## src/rtl/execute.sv

```systemverilog
// ----------------------------------------------------------------------------
// execute: execute stage of the five-stage pipeline.
//
// Computes the ALU result for each instruction from decode and registers it,
// with the write-back and memory-control bits, into the execute/memory
// pipeline register. Single-cycle ops issue one per clock. MUL/DIVU/REMU run
// on a shared iterative unit (shift-add multiply, restoring divide) that takes
// exactly DataSize cycles, during which busy_o stalls decode.
//
// Ports:
//   clk_i, rst_i              clock, synchronous active-high reset
//   valid_i                   instruction present from decode
//   wreg_i, m2reg_i, wmem_i   write-back / memory control bits
//   aluop_i                   operation select (see aluop_e)
//   destination_i             destination register index
//   op1_i, op2_i              operands (op2_i doubles as store data)
//   valid_o                   pipeline register holds a real instruction
//   wreg_o, m2reg_o, wmem_o   registered control bits
//   destination_o             registered destination
//   aluresult_o               registered result / memory address
//   op2_o                     registered op2 (store data)
//   busy_o                    iterative unit active; decode must hold
// ----------------------------------------------------------------------------
module execute #(
    parameter int DataSize    = 32,
    parameter int BitsRegfile = 4
) (
    input  logic                   clk_i,
    input  logic                   rst_i,
    input  logic                   valid_i,
    input  logic                   wreg_i,
    input  logic                   m2reg_i,
    input  logic                   wmem_i,
    input  logic [3:0]             aluop_i,
    input  logic [BitsRegfile:0]   destination_i,
    input  logic [DataSize-1:0]    op1_i,
    input  logic [DataSize-1:0]    op2_i,
    output logic                   valid_o,
    output logic                   wreg_o,
    output logic                   m2reg_o,
    output logic                   wmem_o,
    output logic [BitsRegfile:0]   destination_o,
    output logic [DataSize-1:0]    aluresult_o,
    output logic [DataSize-1:0]    op2_o,
    output logic                   busy_o
);

    localparam int ShiftW = $clog2(DataSize);
    localparam int CountW = $clog2(DataSize) + 1;
    localparam logic [CountW-1:0] LastIter = CountW'(DataSize - 1);

    typedef enum logic [3:0] {
        ALU_ADD  = 4'd0,
        ALU_SUB  = 4'd1,
        ALU_AND  = 4'd2,
        ALU_OR   = 4'd3,
        ALU_XOR  = 4'd4,
        ALU_SLL  = 4'd5,
        ALU_SRL  = 4'd6,
        ALU_SRA  = 4'd7,
        ALU_SLT  = 4'd8,
        ALU_SLTU = 4'd9,
        ALU_MUL  = 4'd10,
        ALU_DIVU = 4'd11,
        ALU_REMU = 4'd12
    } aluop_e;

    typedef enum logic {
        IDLE,
        ITER
    } state_e;

    state_e              state;
    logic [CountW-1:0]   count;

    // Operation latched at accept; inputs are ignored while iterating.
    aluop_e              op_q;
    logic                wreg_q;
    logic                m2reg_q;
    logic                wmem_q;
    logic [BitsRegfile:0] dest_q;
    logic [DataSize-1:0] op2_q;

    // Shared iterative datapath.
    //   MUL : opa = multiplicand (shifts left), opb = multiplier (shifts right),
    //         acc = partial product.
    //   DIV : opa = divisor, opb = dividend shifting out / quotient shifting in,
    //         acc = partial remainder.
    logic [DataSize-1:0] opa;
    logic [DataSize-1:0] opb;
    logic [DataSize-1:0] acc;

    aluop_e              op;
    logic [ShiftW-1:0]   shamt;
    logic                is_multi;
    logic [DataSize-1:0] alu_result;

    assign op       = aluop_e'(aluop_i);
    assign shamt    = op2_i[ShiftW-1:0];
    assign is_multi = (op == ALU_MUL) || (op == ALU_DIVU) || (op == ALU_REMU);
    assign busy_o   = (state == ITER);

    // NOTE: every combinational output gets a default first so no path
    // through the case leaves it unassigned (which would infer a latch).
    always_comb begin
        alu_result = '0;
        case (op)
            ALU_ADD:  alu_result = op1_i + op2_i;
            ALU_SUB:  alu_result = op1_i - op2_i;
            ALU_AND:  alu_result = op1_i & op2_i;
            ALU_OR:   alu_result = op1_i | op2_i;
            ALU_XOR:  alu_result = op1_i ^ op2_i;
            ALU_SLL:  alu_result = op1_i << shamt;
            ALU_SRL:  alu_result = op1_i >> shamt;
            ALU_SRA:  alu_result = $unsigned($signed(op1_i) >>> shamt);
            ALU_SLT:  alu_result = {{(DataSize-1){1'b0}}, $signed(op1_i) < $signed(op2_i)};
            ALU_SLTU: alu_result = {{(DataSize-1){1'b0}}, op1_i < op2_i};
            default:  alu_result = '0;
        endcase
    end

    // One iteration of each algorithm, evaluated from the current registers.
    logic [DataSize-1:0] mul_acc_next;
    logic [DataSize:0]   rem_shift;
    logic                div_ge;
    logic [DataSize-1:0] rem_next;
    logic [DataSize-1:0] quo_next;

    assign mul_acc_next = acc + (opb[0] ? opa : '0);
    assign rem_shift    = {acc, opb[DataSize-1]};
    assign div_ge       = rem_shift >= {1'b0, opa};
    // The true difference is below the divisor, so the low DataSize bits are exact.
    // A zero divisor makes every step subtract nothing: quotient all ones and
    // remainder equal to the dividend, with no special case needed.
    assign rem_next     = div_ge ? rem_shift[DataSize-1:0] - opa : rem_shift[DataSize-1:0];
    assign quo_next     = {opb[DataSize-2:0], div_ge};

    // NOTE: sequential state uses non-blocking assignments only, so every
    // register samples the pre-edge values regardless of statement order.
    always_ff @(posedge clk_i) begin
        if (rst_i) begin
            state         <= IDLE;
            count         <= '0;
            op_q          <= ALU_ADD;
            wreg_q        <= 1'b0;
            m2reg_q       <= 1'b0;
            wmem_q        <= 1'b0;
            dest_q        <= '0;
            op2_q         <= '0;
            opa           <= '0;
            opb           <= '0;
            acc           <= '0;
            valid_o       <= 1'b0;
            wreg_o        <= 1'b0;
            m2reg_o       <= 1'b0;
            wmem_o        <= 1'b0;
            destination_o <= '0;
            aluresult_o   <= '0;
            op2_o         <= '0;
        end else begin
            // Bubble unless a result is issued below.
            valid_o       <= 1'b0;
            wreg_o        <= 1'b0;
            m2reg_o       <= 1'b0;
            wmem_o        <= 1'b0;
            destination_o <= '0;
            aluresult_o   <= '0;
            op2_o         <= '0;

            case (state)
                IDLE: begin
                    if (valid_i) begin
                        if (is_multi) begin
                            state   <= ITER;
                            count   <= '0;
                            op_q    <= op;
                            wreg_q  <= wreg_i;
                            m2reg_q <= m2reg_i;
                            wmem_q  <= wmem_i;
                            dest_q  <= destination_i;
                            op2_q   <= op2_i;
                            acc     <= '0;
                            if (op == ALU_MUL) begin
                                opa <= op1_i;
                                opb <= op2_i;
                            end else begin
                                opa <= op2_i;
                                opb <= op1_i;
                            end
                        end else begin
                            valid_o       <= 1'b1;
                            wreg_o        <= wreg_i;
                            m2reg_o       <= m2reg_i;
                            wmem_o        <= wmem_i;
                            destination_o <= destination_i;
                            aluresult_o   <= alu_result;
                            op2_o         <= op2_i;
                        end
                    end
                end

                ITER: begin
                    count <= count + CountW'(1);
                    if (op_q == ALU_MUL) begin
                        acc <= mul_acc_next;
                        opa <= opa << 1;
                        opb <= opb >> 1;
                    end else begin
                        acc <= rem_next;
                        opb <= quo_next;
                    end

                    // Fixed latency: the last iteration always issues the result.
                    if (count == LastIter) begin
                        state         <= IDLE;
                        valid_o       <= 1'b1;
                        wreg_o        <= wreg_q;
                        m2reg_o       <= m2reg_q;
                        wmem_o        <= wmem_q;
                        destination_o <= dest_q;
                        op2_o         <= op2_q;
                        case (op_q)
                            ALU_MUL:  aluresult_o <= mul_acc_next;
                            ALU_DIVU: aluresult_o <= quo_next;
                            default:  aluresult_o <= rem_next;
                        endcase
                    end
                end

                default: state <= IDLE;
            endcase
        end
    end

endmodule

```

## config.mk

```make
export PLATFORM = sky130hd
export DESIGN_NAME = execute
export DESIGN_NICKNAME = d
export VERILOG_FILES = /design/src/rtl/execute.sv
export SDC_FILE = /design/constraint.sdc
export NUM_CORES = 1
export LEC_CHECK = 0
export ABC_CLOCK_PERIOD_IN_PS = 4700
export CORE_MARGIN = 3
export CORE_UTILIZATION = 56
export CTS_BUF_LIST = sky130_fd_sc_hd__clkbuf_4
export DETAILED_ROUTE_END_ITERATION = 16
export PLACE_DENSITY = 0.82
export SLEW_MARGIN = 20
export SYNTH_ARGS = -nofsm -noshare
export SYNTH_HDL_FRONTEND = slang
export SYNTH_SLANG_ARGS = --single-unit
```

## constraint.sdc

```tcl
create_clock -name clk_i -period 4.7 [get_ports clk_i]
set_input_delay 1.41 -clock clk_i [delete_from_list [all_inputs] [get_ports clk_i]]
set_output_delay 1.41 -clock clk_i [all_outputs]
set_load 0.05 [all_outputs]
```

==> flow_metrics.env <==
export IMPL_post_cts_buffers=0
export IMPL_routed_wl_mm=98.2
export IMPL_crit_slowest_cell="a211oi_1"
export IMPL_cts_tree="built"
export IMPL_mostFrequentLayoutCell="nand2_1"
export IMPL_synth_edf_count=0
export IMPL_drt_pre_antenna_iters=7
export IMPL_wl_per_cell_microns=25.3
export IMPL_grt_pass1_vias=24400
export IMPL_synth_area_sq_mm=0.0220
export IMPL_synth_flop_cell="dfxtp_1"
export IMPL_drive_gt1_share_pct=15.1
export IMPL_syn_nets=3313
export IMPL_fmax_mhz=228
export IMPL_status="completed"
export IMPL_avgSynthCellArea_sq_um=7.18
export IMPL_core_sq_mm=0.0382
export IMPL_grt_max_degree=89
export IMPL_mostFrequentLayoutCells="nand2_1, nor2_1, a21oi_1"
export IMPL_h_tree_depth=2
export IMPL_worstMarginPinSlew_ns=0.976
export IMPL_vdd_drop_max_v=0.000531
export IMPL_pwr_density_cell_mw_per_mm2=336
export IMPL_slew_headroom_pct=34.3
export IMPL_crit_fanout=5
export IMPL_pre_cts_slack_ns=-0.322
export IMPL_regArea_sq_mm=0.00441
export IMPL_grtUsageTotal_pct=45.1
export IMPL_area_growth_pct=19.7
export IMPL_cpPeakStageDelay_ns=0.55
export IMPL_cts_reportedPaths_clkPinSlew_ns=0.07
export IMPL_grt_setup_unrepaired="false"
export IMPL_hold_viol_final=0
export IMPL_required_ns=5.39
export IMPL_drc=0
export IMPL_min_period_over_period_pct=93.4
export IMPL_pin_count=153
export IMPL_hp_class="reg -> reg"
export IMPL_io_buffer_count=152
export IMPL_die_y_microns=204
export IMPL_detail_route_vias_per_cell=6.85
export IMPL_path_delay_family="compound AO/OA/AOI/OAI gates"
export IMPL_maxCapViolCount=0
export IMPL_synthCells=3066
export IMPL_die_x_microns=204
export IMPL_row_count=71
export IMPL_ctsHoldBuffers=0
export IMPL_worstSetupEndpointType="register"
export IMPL_drtAntennaViolNets=0
export IMPL_dp_hpwl_mm=76.0
export IMPL_place_inst=3787
export IMPL_ys_types=101
export IMPL_antenna_found_initial=7
export IMPL_fin_tns_setup_ns=0
export IMPL_critPathBufInv=3
export IMPL_clock_latency_ns=0.83
export IMPL_reg2reg_slack_ns=0.72
export IMPL_grt_pass1_wl_mm=145
export IMPL_setup_violations=0
export IMPL_drt_iter0_drc=4342
export IMPL_ys_warn_count=0
export IMPL_num_fill_cells=3159
export IMPL_place_congestion=1.10
export IMPL_path_cells="clkdlybuf4s50_1 > buf_4 > buf_4 > ha_1 > nor3_1 > nor3_1 > a221o_1 > a211oi_1 > a211oi_1 > nor2_1 > nor2_1 > and3_1 > o41ai_1 > o2bb2ai_1"
export IMPL_multiInputGateArea_sq_mm=0.0161
export IMPL_clockBufferDepth=3
export IMPL_setup_slack_ns=0.308
export IMPL_finClkSkew_ns=0.0721
export IMPL_path_class="in -> reg"
export IMPL_post_cts_resized=0
export IMPL_root_buffer="clkbuf_4"
export IMPL_ys_ff_latch=220
export IMPL_dieArea_sq_mm=0.0417
export IMPL_clkSinkCount=220
export IMPL_async_flop_share_pct=0
export IMPL_start_util_pct=57.6
export IMPL_via_count=26600
export IMPL_cts_inserted_buffers=57
export IMPL_fin_crit_ns=4.39
export IMPL_ys_seq_area_share_pct=20.0
export IMPL_p_leak_nw=11.3
export IMPL_grt_ovfl_total=0
export IMPL_arrival_ns=5.08
export IMPL_final_cell_count_no_fill=3880
export IMPL_num_nets_final=3582
export IMPL_crit_path_start_kind="input port"
export IMPL_drv_slew=0
## where the power goes
group          internal, W  switching (W)  total [W]
sequential         0.00196      0.0000900    0.00205
combinational      0.00195        0.00320    0.00515
clock             0.000780       0.000869    0.00165
## metrics by stage
stage	hold slack [ns]	utilization [%]	total power, W	cell area (sq um)
2_1_floorplan	0.437	-	0.00542	22000
3_3_place_gp	0.443	67.2	0.00692	25700
3_5_place_dp	0.449	67.2	0.00699	25700
4_1_cts	0.459	68.9	0.00863	26300
5_1_grt	0.475	69.0	0.00921	26300
6_report	0.460	69.0	0.00885	26300
## synth_stat cells (all sizes together) (8+ instances only)
| library cell | n | share of area, % |
|---|---|---|
| a22o | 12 | 0.48 |
| mux2 | 11 | 0.56 |
| mux4 | 44 | 4.5 |
| o31ai | 12 | 0.53 |
| a21oi | 301 | 6.9 |
| xnor2 | 44 | 1.8 |
| o21bai | 19 | 0.65 |
| or2 | 9 | 0.26 |
| and2 | 40 | 1.1 |
| nor2b | 19 | 0.57 |
| mux2i | 78 | 3.5 |
| nand2 | 435 | 7.4 |
| ha | 164 | 9.3 |
| o211ai | 32 | 1.1 |
| clkbuf | 186 | 3.2 |
| buf | 57 | 1.3 |
| a21o | 49 | 1.7 |
| o211a | 8 | 0.36 |
| and3 | 9 | 0.26 |
| a2111oi | 12 | 0.51 |
| o21ai | 216 | 4.9 |
| xor2 | 24 | 0.96 |
| a211o | 12 | 0.48 |
| nand3 | 43 | 0.98 |
| o22ai | 26 | 0.74 |
| o221ai | 20 | 0.82 |
| nor4 | 14 | 0.43 |
| a31oi | 25 | 0.71 |
| a221o | 9 | 0.41 |
| nand2b | 17 | 0.48 |
| o311ai | 11 | 0.55 |
| or3 | 13 | 0.37 |
| a32o | 16 | 0.73 |
| o21a | 13 | 0.44 |
| a222oi | 25 | 1.1 |
| dfxtp | 220 | 20 |
| a211oi | 61 | 2.2 |
| nor3 | 36 | 0.82 |
| a311oi | 14 | 0.56 |
| a22oi | 56 | 1.9 |
| nand4 | 27 | 0.77 |
| inv | 135 | 2.3 |
| a221oi | 29 | 1.2 |
| nor2 | 384 | 6.6 |
## area by class of cell
type / count / share of cell area [%]
multi-input cells: 2464 / 61.3
flip-flops and latches: 220 / 16.7
repair buffers: 453 / 15.0
well taps: 511 / 2.43
clock buffers: 81 / 2.31
inverters: 139 / 1.99
clock inverters: 10 / 0.181
diodes: 2 / 0.0190
## sequential cells by signal, indices dropped and copies added, names as in the netlist
| signal | count |
|---|---|
| m2reg_o | 1 |
| opa | 32 |
| busy_o | 1 |
| op2_o | 32 |
| acc | 32 |
| wreg_q | 1 |
| op_q | 4 |
| op2_q | 32 |
| wmem_o | 1 |
| aluresult_o | 32 |
| wreg_o | 1 |
| destination_o | 5 |
| opb | 32 |
| wmem_q | 1 |
| dest_q | 5 |
| m2reg_q | 1 |
| valid_o | 1 |
| count | 6 |
## cell families (layout without fill, tap and decap cells)
family / Yosys count / after routing / share of synthesized area [%]
muxes: 133 / 133 / 8.62
other: 0 / 2 / 0
xor gates and xnor gates: 68 / 68 / 2.71
and+or+nand+nor: 1058 / 1058 / 20.5
adders and majority gates: 168 / 168 / 9.69
buffers and inverters: 382 / 683 / 6.89
AOI/OAI and AO/OA: 1037 / 1037 / 31.6
DFF: 220 / 220 / 20.0
## final timing paths
check,from,endpoint,cells past startpoint
setup / recovery,op2_i[6],aluresult_o[27],14
setup reg to reg,opb[31],acc[30],14
hold reg to reg,op2_q[23],op2_q[23],2
hold / removal,op2_q[23],op2_q[23],2
## routing by layer
layer	up-vias	GRT usage (%)	wire length [microns]
met5	-	0	41
li1	11700	-	-
met3	330	10.6	12800
met4	6	24.9	6490
met1	12500	59.0	37000
met2	2068	68.4	41800
## worst reg2reg max path: stages, from the launching register on
cell and delay [ns]:
dfxtp_1 0.31, inv_1 0.22, ha_1 0.25, inv_1 0.07, fa_1 0.44, a211oi_1 0.25, o21bai_1 0.19, o211a_1 0.30
o41ai_2 0.55, nor2_1 0.20, a31oi_1 0.38, xnor2_1 0.11, mux2i_1 0.28, a21oi_1 0.11, a22o_1 0.23
Note: power is estimated with default switching activity, not from simulation.
